$ cat src/rtl/gym_pkg.sv
// Shared types and constants for the gym map movement logic.
//   dir_t          : facing/walk direction encoding shared with the renderer and bounds checker
//   KEY_*          : keycodes that request a walk
//   SCREEN_W/H     : visible area in pixels
//   mover_state_t  : movement controller states
//   decode_key()   : keycode to {valid, direction}
package gym_pkg;

  typedef enum logic [1:0] {
    DOWN  = 2'd0,
    UP    = 2'd1,
    LEFT  = 2'd2,
    RIGHT = 2'd3
  } dir_t;

  localparam logic [7:0] KEY_W = 8'h1A;
  localparam logic [7:0] KEY_S = 8'h16;
  localparam logic [7:0] KEY_A = 8'h04;
  localparam logic [7:0] KEY_D = 8'h07;

  localparam int unsigned SCREEN_W = 640;
  localparam int unsigned SCREEN_H = 480;

  typedef enum logic [1:0] {
    StIdle,
    StTurn,
    StWalk
  } mover_state_t;

  typedef struct packed {
    logic valid;
    dir_t dir;
  } key_dec_t;

  function automatic key_dec_t decode_key(input logic [7:0] key);
    key_dec_t dec;
    dec.valid = 1'b1;
    dec.dir   = UP;
    case (key)
      KEY_W:   dec.dir = UP;
      KEY_S:   dec.dir = DOWN;
      KEY_A:   dec.dir = LEFT;
      KEY_D:   dec.dir = RIGHT;
      default: dec.valid = 1'b0;
    endcase
    return dec;
  endfunction

endpackage

$ cat src/rtl/gym_char_mover_if.sv
// Player movement bus between the keyboard/bounds-checker side and the mover.
//   keycode, move_en, atBounds           : towards the mover
//   direction, charxcurrpos, charycurrpos,
//   moving, walk_frame                   : from the mover to the bounds checker / sprite renderer
// modport slave is the mover; modport master is the surrounding gym logic.
interface gym_char_mover_if;

  logic [7:0] keycode;
  logic       move_en;
  logic       atBounds;
  logic [1:0] direction;
  logic [9:0] charxcurrpos;
  logic [9:0] charycurrpos;
  logic       moving;
  logic [1:0] walk_frame;

  modport master (
    output keycode,
    output move_en,
    output atBounds,
    input  direction,
    input  charxcurrpos,
    input  charycurrpos,
    input  moving,
    input  walk_frame
  );

  modport slave (
    input  keycode,
    input  move_en,
    input  atBounds,
    output direction,
    output charxcurrpos,
    output charycurrpos,
    output moving,
    output walk_frame
  );

endinterface

$ cat src/rtl/frame_tick_gen.sv
// Rising-edge detector for the vsync-rate frame level.
//   i_clk        : system clock
//   i_reset      : synchronous active-high reset
//   i_frame_clk  : frame level, already synchronous to i_clk
//   o_frame_tick : one-cycle pulse on each rising edge of i_frame_clk
module frame_tick_gen (
  input  logic i_clk,
  input  logic i_reset,
  input  logic i_frame_clk,
  output logic o_frame_tick
);

  logic r_frame_clk_q;

  always_ff @(posedge i_clk) begin
    if (i_reset) begin
      r_frame_clk_q <= 1'b0;
    end else begin
      r_frame_clk_q <= i_frame_clk;
    end
  end

  assign o_frame_tick = i_frame_clk & ~r_frame_clk_q;

endmodule

$ cat src/rtl/gym_char_mover.sv
// Player movement controller: turns a held key into a TILE_PX-pixel walk, one pixel per frame.
//   Clk       : system clock
//   Reset     : synchronous active-high reset
//   frame_clk : vsync-rate level; only its rising edge is used
//   bus       : slave side of gym_char_mover_if (key/enable/bounds in, position/facing/anim out)
module gym_char_mover
  import gym_pkg::*;
#(
  parameter int unsigned TILE_PX  = 16,
  parameter int unsigned ANIM_DIV = 4,
  parameter int unsigned START_X  = 224,
  parameter int unsigned START_Y  = 340
) (
  input  logic              Clk,
  input  logic              Reset,
  input  logic              frame_clk,
  gym_char_mover_if.slave   bus
);

  localparam int unsigned CntW = $clog2(TILE_PX) + 1;
  localparam int unsigned DivW = $clog2(ANIM_DIV) + 1;

  logic            w_frame_tick;
  key_dec_t        w_key;
  logic            w_at_edge;
  logic [9:0]      w_next_x;
  logic [9:0]      w_next_y;
  logic [CntW-1:0] w_cnt_inc;
  logic [DivW-1:0] w_div_inc;

  mover_state_t    r_state;
  dir_t            r_dir;
  logic [9:0]      r_x;
  logic [9:0]      r_y;
  logic            r_moving;
  logic [1:0]      r_walk_frame;
  logic [CntW-1:0] r_step_cnt;
  logic [DivW-1:0] r_anim_div;

  frame_tick_gen u_frame_tick_gen (
    .i_clk        (Clk),
    .i_reset      (Reset),
    .i_frame_clk  (frame_clk),
    .o_frame_tick (w_frame_tick)
  );

  assign w_key     = decode_key(bus.keycode);
  assign w_cnt_inc = r_step_cnt + 1'b1;
  assign w_div_inc = r_anim_div + 1'b1;

  // Candidate one-pixel step; w_at_edge blocks it so the 10-bit position never wraps.
  always_comb begin
    w_at_edge = 1'b0;
    w_next_x  = r_x;
    w_next_y  = r_y;
    case (r_dir)
      DOWN: begin
        w_at_edge = (r_y == 10'(SCREEN_H - 1));
        w_next_y  = r_y + 10'd1;
      end
      UP: begin
        w_at_edge = (r_y == 10'd0);
        w_next_y  = r_y - 10'd1;
      end
      LEFT: begin
        w_at_edge = (r_x == 10'd0);
        w_next_x  = r_x - 10'd1;
      end
      RIGHT: begin
        w_at_edge = (r_x == 10'(SCREEN_W - 1));
        w_next_x  = r_x + 10'd1;
      end
      default: ;
    endcase
  end

  always_ff @(posedge Clk) begin
    if (Reset) begin
      r_state      <= StIdle;
      r_dir        <= UP;
      r_x          <= 10'(START_X);
      r_y          <= 10'(START_Y);
      r_moving     <= 1'b0;
      r_walk_frame <= 2'd0;
      r_step_cnt   <= '0;
      r_anim_div   <= '0;
    end else begin
      case (r_state)
        StIdle: begin
          if (w_frame_tick && bus.move_en && w_key.valid) begin
            r_dir      <= w_key.dir;
            r_step_cnt <= '0;
            r_state    <= StTurn;
          end
        end
        // One settle cycle so atBounds reflects the newly latched direction.
        StTurn: begin
          r_state  <= StWalk;
          r_moving <= 1'b1;
        end
        StWalk: begin
          if (w_frame_tick && bus.move_en) begin
            if (bus.atBounds || w_at_edge) begin
              r_state      <= StIdle;
              r_moving     <= 1'b0;
              r_step_cnt   <= '0;
              r_walk_frame <= 2'd0;
              r_anim_div   <= '0;
            end else begin
              r_x        <= w_next_x;
              r_y        <= w_next_y;
              r_step_cnt <= w_cnt_inc;
              if (w_cnt_inc == CntW'(TILE_PX)) begin
                r_state      <= StIdle;
                r_moving     <= 1'b0;
                r_step_cnt   <= '0;
                r_walk_frame <= 2'd0;
                r_anim_div   <= '0;
              end else if (w_div_inc == DivW'(ANIM_DIV)) begin
                r_anim_div   <= '0;
                r_walk_frame <= r_walk_frame + 2'd1;
              end else begin
                r_anim_div <= w_div_inc;
              end
            end
          end
        end
        default: begin
          r_state  <= StIdle;
          r_moving <= 1'b0;
        end
      endcase
    end
  end

  assign bus.direction    = r_dir;
  assign bus.charxcurrpos = r_x;
  assign bus.charycurrpos = r_y;
  assign bus.moving       = r_moving;
  assign bus.walk_frame   = r_walk_frame;

endmodule

$ cat src/flat_wrapper.sv
// flat-port wrapper written by rule: the top's interface ports become plain ports
module gym_char_mover_flat import gym_pkg::*;
#(
  parameter int unsigned TILE_PX  = 16,
  parameter int unsigned ANIM_DIV = 4,
  parameter int unsigned START_X  = 224,
  parameter int unsigned START_Y  = 340
)
  (Clk, Reset, frame_clk, bus_keycode, bus_move_en, bus_atBounds, bus_direction, bus_charxcurrpos, bus_charycurrpos, bus_moving, bus_walk_frame);
  gym_char_mover_if bus_i ();
  input  logic Clk;
  input  logic Reset;
  input  logic frame_clk;
  input wire logic [$bits(bus_i.keycode)-1:0] bus_keycode;
  input wire logic [$bits(bus_i.move_en)-1:0] bus_move_en;
  input wire logic [$bits(bus_i.atBounds)-1:0] bus_atBounds;
  output wire logic [$bits(bus_i.direction)-1:0] bus_direction;
  output wire logic [$bits(bus_i.charxcurrpos)-1:0] bus_charxcurrpos;
  output wire logic [$bits(bus_i.charycurrpos)-1:0] bus_charycurrpos;
  output wire logic [$bits(bus_i.moving)-1:0] bus_moving;
  output wire logic [$bits(bus_i.walk_frame)-1:0] bus_walk_frame;
  assign bus_i.keycode = bus_keycode;
  assign bus_i.move_en = bus_move_en;
  assign bus_i.atBounds = bus_atBounds;
  assign bus_direction = bus_i.direction;
  assign bus_charxcurrpos = bus_i.charxcurrpos;
  assign bus_charycurrpos = bus_i.charycurrpos;
  assign bus_moving = bus_i.moving;
  assign bus_walk_frame = bus_i.walk_frame;
  gym_char_mover #(.TILE_PX(TILE_PX), .ANIM_DIV(ANIM_DIV), .START_X(START_X), .START_Y(START_Y)) u_core (.Clk(Clk), .Reset(Reset), .frame_clk(frame_clk), .bus(bus_i));
endmodule
$ cat config.mk
export PLATFORM = sky130hd
export DESIGN_NAME = gym_char_mover_flat
export DESIGN_NICKNAME = d
export VERILOG_FILES = /design/src/rtl/gym_pkg.sv /design/src/rtl/gym_char_mover_if.sv /design/src/rtl/frame_tick_gen.sv /design/src/rtl/gym_char_mover.sv /design/src/flat_wrapper.sv
export SDC_FILE = /design/constraint.sdc
export NUM_CORES = 1
export LEC_CHECK = 0
export ABC_AREA = 1
export CORE_MARGIN = 4
export CORE_UTILIZATION = 50
export DETAILED_ROUTE_END_ITERATION = 10
export GPL_TIMING_DRIVEN = 0
export PLACE_DENSITY = 0.77
export SYNTH_ARGS = -nofsm -noshare
export SYNTH_HDL_FRONTEND = slang
export SYNTH_SLANG_ARGS = --single-unit
$ cat constraint.sdc
create_clock -name Clk -period 2.3 [get_ports Clk]
set_clock_uncertainty 0.1 [all_clocks]
set_input_delay 0.23 -clock Clk [delete_from_list [all_inputs] [get_ports Clk]]
set_output_delay 0.23 -clock Clk [all_outputs]
set_load 0.01 [all_outputs]
---- Word level (Yosys, flattened, before mapping) ----
Cells that the tools add are included.
operators by class
  add/sub/neg operators ................... 7
  multipliers ............................. 0
  divide/modulo/power cells ............... 0
  order comparisons ....................... 0
  equal/unequal tests ..................... 16
  shift-type cells ........................ 0
  multiplexer cells ....................... 25
  bitwise logic cells ..................... 4
  reduce and logical (&&, ||, !) cells .... 20
operators with widths
  kind                                                                      count
  10-bit one-hot mux with 2 select lines                                    2
  10-bit by 1-bit adder with 10-bit output (second input constant)          2
  10-bit logical NOT                                                        2
  5-bit 2-to-1 mux                                                          4
  10-bit by 1-bit subtractor with 10-bit output (second input constant)     2
  8-bit by 3-bit equality test with 1-bit output (second input constant)    2
  8-bit by 5-bit equality test with 1-bit output (second input constant)    2
  2-bit 2-to-1 mux                                                          7
  2-bit one-hot mux with 3 select lines                                     2
  3-bit AND reduction                                                       4
  10-bit equality test (second input constant)                              1
  10-bit by 9-bit equality test with 1-bit output (second input constant)   1
  5-bit one-hot mux with 2 select lines                                     1
  3-bit 2-to-1 mux                                                          3
  4-bit AND reduction                                                       2
  2-bit equality test (second input constant)                               3
  2-bit nonzero test                                                        3
  5-bit by 1-bit adder with 5-bit output (second input constant)            1
  5-bit equality test (second input constant)                               1
  2-bit by 1-bit equality test with 1-bit output (second input constant)    2
  2-bit logical NOT                                                         2
  1-bit 2-to-1 mux                                                          4
  2-bit by 1-bit inequality test with 1-bit output (second input constant)  2
  1-bit one-hot mux with 4 select lines                                     1
  other kinds (12)                                                          16
word-level totals
  register bits ........................... 36
  bits in latches ......................... 0
  RAM bits ................................ 0
  memory bits (read-only) ................. 0
  input bits .............................. 13
  output and inout bits ................... 25
  word-level logic and storage cells ...... 81
  memories kept ........................... 0

---- Depth between registers and ports, before layout ----
  word-level depth ........................ 6
  gate-level depth with buffers ........... 14

---- Hierarchy ----
Synthesis repeated with hierarchy kept, for this count alone.
unflattened totals
  cells, all modules ...................... 410
  area total of the unflattened synthesis .. 2693.8 sq um
by module, submodules not included
  module          instances  cells an instance  area an instance (sq um)  sequential area each (sq um)
  gym_char_mover  1          406                2662.6                    700.7
  frame_tick_gen  1          4                  31.3                      20.0

---- Worst setup path after synthesis ----
No wires, ideal clock.
  path kind ............................... register -> register
  start point ............................. register u_core.r_dir[1] (netlist: u_core.bus.direction[1])
  end point ............................... register u_core.r_y[7] (netlist: u_core.bus.charycurrpos[7])
  arrival time ............................ 2.051 ns
  required time ........................... 2.086 ns
  setup slack ............................. 0.035 ns
  cell stages (with the launch flop) ...... 11
  path through ............................ dfxtp_1 inv_2 nand2_4 inv_1 ha_1 or2_2 nand3_1 nand2_1 or2_2 a21oi_1 nor2_1
between the ends
  cells in the longest elaborated chain, start to end .. 5
RTL lines
  item                                         line                   RTL
  start: declaration                           gym_char_mover.sv:32   dir_t r_dir;
  start signal: assignment                     gym_char_mover.sv:91   r_dir <= w_key.dir;
  2-bit equality test (tied with other cells)  gym_char_mover.sv:56   case (r_dir)
  1-bit one-hot mux with 4 select lines        gym_char_mover.sv:56
  1-bit logical OR                             gym_char_mover.sv:103  if (bus.atBounds || w_at_edge) begin
  1-bit inverter (no source line)              -
  4-bit AND reduction (no source line)         -
  end signal: assignment                       gym_char_mover.sv:82   r_y <= 10'(START_Y);
  end signal: assignment                       gym_char_mover.sv:111  r_y <= w_next_y;
  end: declaration                             gym_char_mover.sv:34   logic [9:0] r_y;
Parallel ways exist; a longest one is shown, timed or not.
A chain may end at the register's enable or synchronous reset.

---- Worst setup path after layout ----
Ends and elaborated chain as after synthesis.

==> impl_metrics.py <==
metrics = {
    "drt": {
        "wirelength_microns": 6550,
        "post_drt_via_cell_ratio": 5.02,
        "first_pass_iters": 5,
        "drc_errors": 0,
        "via_count": 2857,
        "drt-wirelength-per-cell_microns": 11.5,
        "ant_nets": 0,
        "first_iter_violations": 135,
    },
    "sta": {
        "setup_tns_ns": 0,
        "finalHoldViolCount": 0,
        "post-route-period-util": 0.964,
        "drv_slew": 0,
        "worstMarginPinSlew_ns": 0.455,
        "timing.slew.headroom": 0.697,
        "fin_crit_ns": 2.22,
        "fin_ws_ns": 0.0835,
        "finalSetupViolCount": 0,
        "max_freq_mhz": 451,
    },
    "finish": {
        "drive_above_1_share": 0.109,
        "num-fill-cells": 532,
        "layoutNonFillerInstCount": 569,
        "fin_nets": 530,
        "regArea_sq_um": 726,
        "multiInputGateArea_sq_um": 1880,
        "area_growth_pct": 24.7,
        "diodes": 0,
    },
    "placed_design": {
        "dpl.cell_count": 557,
        "place.gp.congestion": 0.841,
        "dp_hpwl_microns": 4880,
        "port_buffers": 37,
        "dp_slack_ns": -0.274,
    },
    "clocking": {
        "cts_tree": "built",
        "cts-root-buf": "clkbuf_8",
        "ctsHoldBuffers": 0,
        "numCtsBuffers": 5,
        "htreeDepth": 2,
        "ctsLongestPathBuffers": 2,
        "clock-sinks": 36,
        "path_clk_slew_ns": 0.08,
        "worstSkewPairLatency_ns": 0.29,
    },
    "setup_path": {
        "crit_required_ns": 2.39,
        "crit_path_end_kind": "flip-flop",
        "path_class": "reg -> reg",
        "startpoint_type": "flip-flop",
        "crit_fanout": 7,
        "arrival_ns": 2.31,
    },
    "outcome": {
        "run_status": "completed",
    },
    "power": {
        "leakagePower_nw": 1.64,
        "vdd_ir_drop_max_v": 0.000262,
        "p_per_area_nw_per_um2": 359,
    },
    "synthesis": {
        "synthCells": 448,
        "netlist_area_sq_um": 2810,
        "synth_warnings": 0,
        "synth_cell_type_count": 33,
        "syn-num-nets": 482,
        "seq_area_frac_synth": 0.256,
        "ys_seq_elements": 36,
        "avgSynthCellArea_sq_um": 6.27,
    },
    "run": {
        "max_cap_violations": 0,
    },
    "grt": {
        "grt_max_degree": 13,
        "overflow": 0,
        "grt_pass1_vias": 2650,
        "grt.total_usage": 0.189,
        "antenna_found_initial": 0,
        "grt_pass1_wl_microns": 11200,
    },
    "die": {
        "die_h_microns": 83.0,
        "initial_core_util": 0.513,
        "io_pins": 38,
        "core-area_sq_um": 5470,
        "fp.dieW_microns": 83.0,
        "die_area_sq_um": 6880,
        "row_count": 27,
    },
    "hold_path": {
        "hold_class": "in -> reg",
    },
}
-- layout make-up --
| type | instances | area share |
|---|---|---|
| Sequential cell | 36 | 0.207 |
| Clock buffer | 5 | 0.0196 |
| Buffer | 5 | 0.0111 |
| Inverter | 66 | 0.0725 |
| Timing Repair Buffer | 41 | 0.115 |
| Multi-Input combinational cell | 341 | 0.537 |
| Clock inverter | 3 | 0.0121 |
| Tap cell | 72 | 0.0257 |
-- cell usage in the layout, fill, tap and decap left out, types with 2 or more instances in the layout --
cell	n
o21ai_0	7
clkdlybuf4s50_1	37
nand3b_1	2
nor2_4	2
nand2_1	134
nand3_1	33
ha_4	3
nand2_2	3
xnor2_1	7
ha_2	2
nor2_2	3
inv_2	4
xor2_1	8
dfxtp_1	34
inv_1	60
or2_2	2
buf_4	4
nor3_1	6
nand2_4	2
o21bai_1	3
a21oi_2	4
nand4_1	7
nand3_2	5
ha_1	14
clkbuf_8	5
nand4_4	2
clkinvlp_4	2
fa_1	2
a21oi_1	22
buf_6	3
nor2_1	62
-- cell families after synthesis --
kind of cell             Yosys count  synth area share
AO/OA/AOI/OAI                     41            0.0801
buffers and inverters             71             0.102
flip-flops                        36             0.256
adder cells (fa/ha/maj)           21            0.0988
XOR/XNOR                          15            0.0468
AND/OR/NAND/NOR                  264             0.416
-- flip-flops by register name, indices dropped and copies added (netlist names) --
name / count
u_core.bus.direction: 2
u_core.u_frame_tick_gen.r_frame_clk_q: 1
u_core.r_step_cnt: 5
u_core.r_state: 2
u_core.bus.charxcurrpos: 10
u_core.bus.walk_frame: 2
u_core.bus.moving: 1
u_core.r_anim_div: 3
u_core.bus.charycurrpos: 10
-- where the power goes --
group | internal (mW) | switching [mW]
sequential | 0.623 | 0.000848
combinational | 0.0339 | 0.0412
clock | 0.321 | 0.238
-- per-stage QoR --
step,hold WS (ns),cell area [sq um],util,total power [mW]
4_1_cts,0.382,3410,0.623,1.27
3_5_place_dp,0.385,3270,0.598,0.712
5_1_grt,0.407,3500,0.640,1.31
2_1_floorplan,0.237,2810,-,0.679
6_report,0.384,3500,0.640,1.26
3_3_place_gp,0.388,3270,0.598,0.710
-- layer usage --
metal | part of all wire | track usage
met1 | 0.46 | 0.251
met2 | 0.46 | 0.308
met3 | 0.064 | 0.0417
met4 | 0.016 | 0.0565
met5 | 0 | 0
-- cell usage after synthesis --
library cell | count | area share
o21ai_0 | 8 | 0.014
nand3_2 | 4 | 0.014
nor2_4 | 2 | 0.0080
nor2_2 | 2 | 0.0045
xor2_1 | 8 | 0.025
fa_1 | 2 | 0.014
nand4_1 | 7 | 0.016
a31oi_1 | 1 | 0.0022
buf_6 | 2 | 0.0080
buf_2 | 1 | 0.0018
or2_2 | 2 | 0.0045
inv_1 | 61 | 0.081
nand2_4 | 1 | 0.0040
nand3b_1 | 2 | 0.0053
nand2_2 | 3 | 0.0067
dfxtp_1 | 36 | 0.26
a21oi_1 | 25 | 0.045
nand4_4 | 2 | 0.015
a21oi_2 | 1 | 0.0031
buf_4 | 1 | 0.0027
nand3_1 | 34 | 0.061
o21bai_1 | 3 | 0.0080
clkbuf_1 | 1 | 0.0013
a211oi_1 | 1 | 0.0027
inv_2 | 5 | 0.0067
o211ai_1 | 1 | 0.0027
nand2_1 | 135 | 0.18
a22oi_1 | 1 | 0.0027
xnor2_1 | 7 | 0.022
and2_0 | 1 | 0.0022
nor2_1 | 63 | 0.084
nor3_1 | 6 | 0.011
ha_1 | 19 | 0.085
-- critical path, cell delays in order, from the launching register on --
cell	delay, ns
dfxtp_4	0.39
inv_4	0.06
nand2_4	0.08
clkinvlp_4	0.18
buf_6	0.18
ha_4	0.23
or2_2	0.30
nand3_2	0.09
nand2_1	0.08
or2_2	0.28
a21oi_2	0.12
nor2_1	0.05
-- final timing paths --
check,to,slack (ns),depth (start not counted),start
max,u_core.bus.charycurrpos[7]$_SDFFE_PP0P_,0.08,11,u_core.bus.direction[1]$_SDFFE_PP0P_
min,u_core.u_frame_tick_gen.r_frame_clk_q$_SDFF_PP0_,0.38,3,frame_clk
max reg2reg,u_core.bus.charycurrpos[7]$_SDFFE_PP0P_,0.08,11,u_core.bus.direction[1]$_SDFFE_PP0P_
min reg2reg,u_core.bus.charycurrpos[9]$_SDFFE_PP0P_,0.40,2,u_core.bus.charycurrpos[9]$_SDFFE_PP0P_
-- what timing repair did --
item | in CTS | in global routing
setup endpoints to repair | 11 | 7
setup buffers | 1 | 3
pin swaps | 0 | 1
gates resized for setup | 5 | 16
No activity file was read; power rests on OpenSTA's default activity.
